==> config.mk <==
export PLATFORM = sky130hd
export DESIGN_NAME = fft_reorder
export DESIGN_NICKNAME = d
export VERILOG_FILES = /design/src/rtl/fft_reorder_pkg.sv /design/src/rtl/fft_reorder_bit_rev.sv /design/src/rtl/fft_reorder.sv
export SDC_FILE = /design/constraint.sdc
export NUM_CORES = 1
export LEC_CHECK = 0
export CAP_MARGIN = 30
export CORE_MARGIN = 10
export CORE_UTILIZATION = 60
export CTS_CLUSTER_SIZE = 28
export DETAILED_ROUTE_END_ITERATION = 12
export PLACE_DENSITY = 0.79
export SYNTH_ARGS = -nofsm -noshare
export SYNTH_HDL_FRONTEND = slang
export SYNTH_HIERARCHICAL = 1
export SYNTH_SLANG_ARGS = --single-unit
==> constraint.sdc <==
create_clock -name clk -period 2.3 [get_ports clk]
set_input_delay 0.575 -clock clk [delete_from_list [all_inputs] [get_ports clk]]
set_output_delay 0.575 -clock clk [all_outputs]
set_load 0.02 [all_outputs]
==> src/rtl/fft_reorder_pkg.sv <==
`default_nettype none
// +----------------------------------------------------------------------------+
// | fft_reorder_pkg                                                            |
// | Shared definitions for the bit-reversal reorder buffer: default frame      |
// | geometry, frame-length helper, bank-index type and bit-reversal function.  |
// | Revision: 1.0                                                              |
// +----------------------------------------------------------------------------+
package fft_reorder_pkg;

  localparam int DEF_N_LOG2    = 3;
  localparam int DEF_FRAME_LEN = 1 << DEF_N_LOG2;

  // Selects one of the two ping-pong banks.
  typedef logic bank_idx_t;

  function automatic int frame_len(input int n_log2);
    return 1 << n_log2;
  endfunction

  // Reverses the low n_log2 bits of addr; bits above n_log2 come back as zero.
  function automatic logic [31:0] bitrev(input logic [31:0] addr, input int n_log2);
    logic [31:0] r;
    r = '0;
    for (int i = 0; i < 32; i++) begin
      if (i < n_log2) r[i] = addr[n_log2-1-i];
    end
    return r;
  endfunction

endpackage : fft_reorder_pkg
`default_nettype wire

==> src/rtl/fft_reorder_bit_rev.sv <==
`default_nettype none
// +----------------------------------------------------------------------------+
// | bit_rev                                                                    |
// | Purely combinational bit-order reversal of a W-bit address.                |
// | Ports:                                                                     |
// |   addr_in  in  W  natural-order address                                    |
// |   addr_out out W  addr_in with bit order reversed                          |
// | Revision: 1.0                                                              |
// +----------------------------------------------------------------------------+
module bit_rev #(
  parameter int W = 3
) (
  input  logic [W-1:0] addr_in,
  output logic [W-1:0] addr_out
);

  for (genvar i = 0; i < W; i++) begin : g_rev
    assign addr_out[i] = addr_in[W-1-i];
  end

endmodule : bit_rev
`default_nettype wire

==> src/rtl/fft_reorder.sv <==
`default_nettype none
// +----------------------------------------------------------------------------+
// | fft_reorder                                                                |
// | Ping-pong bit-reversal reorder buffer. Takes a frame of 2^N_LOG2 samples   |
// | in bit-reversed order and emits it in natural order, one sample per cycle. |
// | Optional feature macro: FFT_REORDER_LAST_EN (adds out_last).               |
// | Ports:                                                                     |
// |   clk       in   1       rising-edge clock                                 |
// |   clear     in   1       asynchronous active-low reset                     |
// |   in_valid  in   1       in_data holds a sample                            |
// |   in_ready  out  1       buffer accepts a sample this cycle                |
// |   in_data   in   DATA_W  sample, bit-reversed arrival order                |
// |   out_valid out  1       out_data holds a sample                           |
// |   out_ready in   1       sink accepts out_data this cycle                  |
// |   out_data  out  DATA_W  sample, natural order                             |
// |   out_last  out  1       last sample of frame (FFT_REORDER_LAST_EN only)   |
// | Revision: 1.0                                                              |
// +----------------------------------------------------------------------------+
module fft_reorder
  import fft_reorder_pkg::*;
#(
  parameter int DATA_W = 4,
  parameter int N_LOG2 = 3
) (
  input  logic              clk,
  input  logic              clear,
  input  logic              in_valid,
  output logic              in_ready,
  input  logic [DATA_W-1:0] in_data,
  output logic              out_valid,
  input  logic              out_ready,
  output logic [DATA_W-1:0] out_data
`ifdef FFT_REORDER_LAST_EN
  ,
  output logic              out_last
`endif
);

  localparam int N = frame_len(N_LOG2);

  logic [DATA_W-1:0] mem [2][N];
  logic [1:0]        full;
  bank_idx_t         wbank;
  bank_idx_t         rbank;
  logic [N_LOG2-1:0] wcnt;
  logic [N_LOG2-1:0] rcnt;
  logic [N_LOG2-1:0] waddr;
  logic              wr_fire;
  logic              rd_fire;

  // Reversal sits on the write side so the read side is a plain counter.
  bit_rev #(.W(N_LOG2)) u_bit_rev (
    .addr_in  (wcnt),
    .addr_out (waddr)
  );

  // Both handshakes depend only on flops plus the partner's valid/ready,
  // so no input reaches an output combinationally.
  assign in_ready  = !full[wbank];
  assign out_valid = full[rbank];
  assign out_data  = mem[rbank][rcnt];
  assign wr_fire   = in_valid && in_ready;
  assign rd_fire   = out_valid && out_ready;

`ifdef FFT_REORDER_LAST_EN
  assign out_last = out_valid && (&rcnt);
`endif

  // Write completion and read completion may land on the same edge; they
  // always touch different full bits since writes target a non-full bank
  // and reads a full one.
  always_ff @(posedge clk or negedge clear) begin
    if (!clear) begin
      full  <= '0;
      wbank <= 1'b0;
      rbank <= 1'b0;
      wcnt  <= '0;
      rcnt  <= '0;
      for (int b = 0; b < 2; b++) begin
        for (int a = 0; a < N; a++) begin
          mem[b][a] <= '0;
        end
      end
    end else begin
      if (wr_fire) begin
        mem[wbank][waddr] <= in_data;
        wcnt              <= wcnt + 1'b1;
        if (&wcnt) begin
          full[wbank] <= 1'b1;
          wbank       <= ~wbank;
        end
      end
      if (rd_fire) begin
        rcnt <= rcnt + 1'b1;
        if (&rcnt) begin
          full[rbank] <= 1'b0;
          rbank       <= ~rbank;
        end
      end
    end
  end

endmodule : fft_reorder
`default_nettype wire

Word level (Yosys, flattened, before mapping)

Index checks and enable logic that the tools add are counted.
Widths: inputs -> output; s select.

Flip-flop bits (word level): 74
Input bits: 8
Output and inout port bits: 6
Logic and storage cells: 76

Add/sub/neg operators: 2
$lt $le $gt $ge: 10
Mux-type cells: 23
Bitwise logic cells: 9
Reductions and logical operators: 11

Operators by type and width:

| kind                | count |
|---|---|
| $mux 32             | 4 |
| $bwmux 64           | 1 |
| $demux 32 s1        | 1 |
| $bmux 4 s3          | 1 |
| $demux 4 s3         | 1 |
| $mux 4              | 3 |
| $ge 4x4->1 const B  | 2 |
| $mux 2              | 4 |
| $not 3->4           | 2 |
| $reduce_and 4->1    | 2 |
| $add 3x1->3 const B | 2 |
| $logic_and 1x1->1   | 6 |
| $mux 1              | 6 |
| $reduce_and 3->1    | 2 |
| $ge 2x2->1 const B  | 2 |
| $lt 1x2->1 const B  | 2 |
| $lt 4x1->1 const B  | 1 |
| $not 1->2           | 2 |
| $and 2x2->2         | 1 |
| $demux 1 s1         | 2 |
| $ge 1x1->1 const B  | 2 |
| $lt 2x1->1 const B  | 1 |
| $not 1->1           | 2 |
| $not 2->2           | 1 |
| other kinds (2)     | 2 |

Longest topological paths before layout

Depth in word-level cells: 10
Mapped depth: 5
Depth with buffers taken out: 5

By module

Netlist, hierarchy kept.

By module, submodules not included:

| module      | instances | cells an instance | area each (sq um) | seq. area each (sq um) |
|---|---|---|---|---|
| fft_reorder | 1         | 233               | 3513.4            | 1851.8 |
| bit_rev     | 1         | 3                 | 22.5              | 0.0 |

Least setup slack after synthesis

Ideal clock, no wire load.

Kind: register to output
From: register rbank
To: output port out_data[0]
Arrival: 1412 ps
Data required time: 1725 ps
Slack: 313 ps
Stages on the path, launching flop included: 5
Buffers on the path: 1
Cells stage by stage: dfrtp_1 buf_4 mux4_2 a22oi_1 nand3_1

Word-level cells in the longest chain between the ends: 7

RTL lines:

| what                                       | line              | source |
|---|---|---|
| from (decl)                                | fft_reorder.sv:44 | `bank_idx_t rbank;` |
| from (signal assigned)                     | fft_reorder.sv:97 | `rbank <= ~rbank;` |
| $not 1->2 (not written as such)            | fft_reorder.sv:61 | `assign out_data = mem[rbank][rcnt];` |
| $mux 32 (not written as such) (3 in a row) | fft_reorder.sv:61 |  |
| $bmux 4 s3                                 | fft_reorder.sv:61 |  |
| $mux 4 (not written as such) (2 in a row)  | fft_reorder.sv:61 |  |
| to (decl)                                  | fft_reorder.sv:32 | `output logic [DATA_W-1:0] out_data` |

No other way between the ends. The select of a mux whose other input is x is not followed.

Final worst setup path

From: register rbank
To: output port out_data[2]

Same word-level chain as after synthesis.

==> reports/metrics.cfg <==
[die]
die_width_um = 96.8
core_region_area_mm2 = 0.00561
num_rows = 27
initial_core_utilization = 0.631
dieArea_mm2 = 0.00936
die_height_um = 96.8
top_level_ports = 14

[timing]
tightest_slew_ns = 0.633
finalHoldViolations = 0
total_negative_setup_slacks_ns = -0.781
max_clock_freq_ghz = 0.393
final-max-slew-violation-count = 0
minimum_clock_period_after_layout_ns = 2.54
final-setup-viol-count = 4
finClkSkew_ns = 0.00826
grt_setup_unrepaired = yes
post-route-period-util = 1.11
max_slew_margin_vs_limit = 0.577
setup_ws_ns = -0.244

[grt]
grt_util_all_layers = 0.159
gr_ovfl_total = 0
maximum_number_of_pins_on_one_net_before_global_route_repair = 38
number_of_global_route_vias_before_repair = 2155
antenna_found_initial = 0
grt_first_pass_wirelength_mm = 11.9

[drt]
routed.top_layer = met4
drtAntennaViolNets = 0
finalWirelength_mm = 7.35
wl_met1_mm = 3.35
routed-wl-met3_um = 323
avg_vias_per_cell = 6.08
met2_wl_post_dr_mm = 3.52
avgRoutedWirePerCell_um = 21.5
drt_iter0_drc = 109
detail_route.first_pass.iterations = 4
vias = 2079
drc_errors = 0

[final_layout]
drive_gt1_frac = 0.530
num-nets-final = 278
synthToLayoutAreaGrowth_pct = 16.5
number_of_antenna_diodes = 0
total_non_filler_cell_area_in_the_finished_layout_mm2 = 0.00412

[job]
drv.max_cap_violation_count = 0

[worst_setup_path]
crit_fanout = 5
crit_path_end_kind = output pin
critPathLaunchType = flip-flop
required_ns = 1.73
worst-r2r-cell-count = 4
critical_path_class = reg2out
critical_path_arrival_ns = 1.97

[power]
worst_ir_drop_vdd_uv = 862
finalPower_mw = 6.03
power_density_over_the_cells_mw_per_mm2 = 1460
leakage_power_total_nw = 1.84

[cts]
numCtsBuffers = 9
cts_max_level = 3
cts_tree = built
numClockSinks = 74
clock_latency_on_the_worst_skew_pair_ns = 0.35
ctsLongestPathBuffers = 2
ctsRootBufferMaster = sky130_fd_sc_hd__clkbuf_8
clkSlewWorstSetupHoldPaths_ns = 0.07
cts_hold_buf = 0

[synthesis]
synthDominantCellAreaShare = 0.524
synth.top_cells.by_area = sky130_fd_sc_hd__dfrtp_1, sky130_fd_sc_hd__mux2_2, sky130_fd_sc_hd__mux4_2
synth-edff-count = 0
post_synth_num_cell_types = 29
mappedNetlistArea_mm2 = 0.00354
syn_inst = 236
synth_nets = 248
yosys_warnings = 6
synth.largest_area_cell = sky130_fd_sc_hd__dfrtp_1
ys_dominant_reg_cell = sky130_fd_sc_hd__dfrtp_1
synth_sequential_area_ratio = 0.524
ys_seq_elements = 74
syn_area_per_cell_um2 = 15.0
synth_async_sr_flop_share = 1.00

[placement]
place_area_mm2 = 0.00384
globalplace.congestion = 0.892
dp_hpwl_mm = 5.07
numPortBuffers = 13

[worst_hold_path]
worstHoldPathType = in2async

[status]
status = finished, violations left
violations = setup timing

==> placed cells by master, fill, tap and decap left out, drive strengths merged, types with 3 or more instances in the layout <==
cell type | synthesis | routed
a22oi | 4 | 4
buf | 11 | 26
clkbuf | 4 | 12
clkdlybuf4s50 | 0 | 6
dfrtp | 74 | 74
ha | 4 | 4
mux2 | 69 | 69
mux4 | 16 | 16
nand2 | 17 | 17
nand3 | 8 | 8
nor2 | 3 | 3
nor2b | 4 | 4
xnor2 | 4 | 4
==> registers in the layout, summed over array words and instances (netlist names) <==
register / cells
rbank: 1
mem: 64
rcnt: 3
full: 2
wcnt: 3
wbank: 1
==> worst paths after layout <==
path | from | to | slack [ns]
max in group asynchronous | clear | mem[6] | 1.57
min | clear | wbank | 0.18
min reg2reg | mem[19] | mem[19] | 0.51
min in group clk | mem[19] | mem[19] | 0.51
max reg2reg | wbank | mem[35] | 0.59
max | rbank | out_data[2] | -0.24
==> critical path: stages, from the launching register on <==
cell	delay (ns)
sky130_fd_sc_hd__dfrtp_1	0.42
sky130_fd_sc_hd__buf_6	0.16
sky130_fd_sc_hd__buf_6	0.10
sky130_fd_sc_hd__mux4_2	0.51
sky130_fd_sc_hd__a22oi_2	0.16
sky130_fd_sc_hd__nand3_2	0.12
sky130_fd_sc_hd__buf_6	0.15
==> kinds of logic (layout without fill, tap and decap cells) <==
| kind of cell | count (synthesis) | count (layout) | synth area share |
|---|---|---|---|
| muxes | 86 | 86 | 0.329 |
| DFF | 74 | 74 | 0.524 |
| and+or+nand+nor | 45 | 45 | 0.0828 |
| buffers and inverters | 15 | 49 | 0.0251 |
| AOI/OAI and AO/OA | 8 | 8 | 0.0156 |
| adders and majority gates | 4 | 4 | 0.0142 |
| xor gates and xnor gates | 4 | 4 | 0.00991 |
==> metal layers <==
layer / vias up / track usage
li1: 930 / -
met1: 1074 / 0.213
met2: 61 / 0.234
met3: 14 / 0.0433
met4: 0 / 0.0722
met5: - / 0
==> power breakdown <==
part           leakage, nW  switching (mW)  internal (mW)  total [mW]
registers            0.928           0.447           1.92        2.37
clock network       0.0962           0.463          0.522       0.985
logic                0.818            1.12           1.55        2.67
total                 1.84            2.03           4.00        6.03
==> cell usage after synthesis (2+ instances only) <==
master / n
sky130_fd_sc_hd__mux2_4: 4
sky130_fd_sc_hd__dfrtp_1: 74
sky130_fd_sc_hd__nand3_1: 8
sky130_fd_sc_hd__nor2_1: 3
sky130_fd_sc_hd__clkbuf_1: 4
sky130_fd_sc_hd__xnor2_1: 4
sky130_fd_sc_hd__ha_1: 4
sky130_fd_sc_hd__nand2_1: 17
sky130_fd_sc_hd__a22oi_1: 4
sky130_fd_sc_hd__o21ai_0: 2
sky130_fd_sc_hd__and3_1: 2
sky130_fd_sc_hd__buf_2: 5
sky130_fd_sc_hd__nand4_1: 2
sky130_fd_sc_hd__mux2_2: 65
sky130_fd_sc_hd__buf_4: 5
sky130_fd_sc_hd__nor2b_1: 4
sky130_fd_sc_hd__nor3b_2: 2
sky130_fd_sc_hd__mux4_2: 16
==> per-stage QoR <==
| step | util | hold slack [ns] | cells | worst slack [ns] |
|---|---|---|---|---|
| 3_3_place_gp | 0.684 | 0.483 | 324 | -0.207 |
| 3_5_place_dp | 0.684 | 0.491 | 324 | -0.221 |
| 6_report | 0.735 | 0.178 | 342 | -0.244 |
| 5_1_grt | 0.735 | 0.205 | 342 | -0.328 |
| 4_1_cts | 0.725 | 0.195 | 340 | -0.220 |
| 2_1_floorplan | - | 0.279 | 236 | 0.313 |
==> area by class of cell <==
class                   instances  area, um2
clock buffers                  12        145
clock inverters                 3       40.0
fillers                       373       1490
multi-input cells             147       1650
flip-flops and latches         74       1850
well taps                      72       90.1
repair buffers                 34        340
==> repair_timing <==
item	in CTS	in global routing
resized for setup	33	9
pin swaps	4	4
buffers inserted	1	3
endpoints found under the setup margin	6	4
Power figures use the tool's default switching activity.
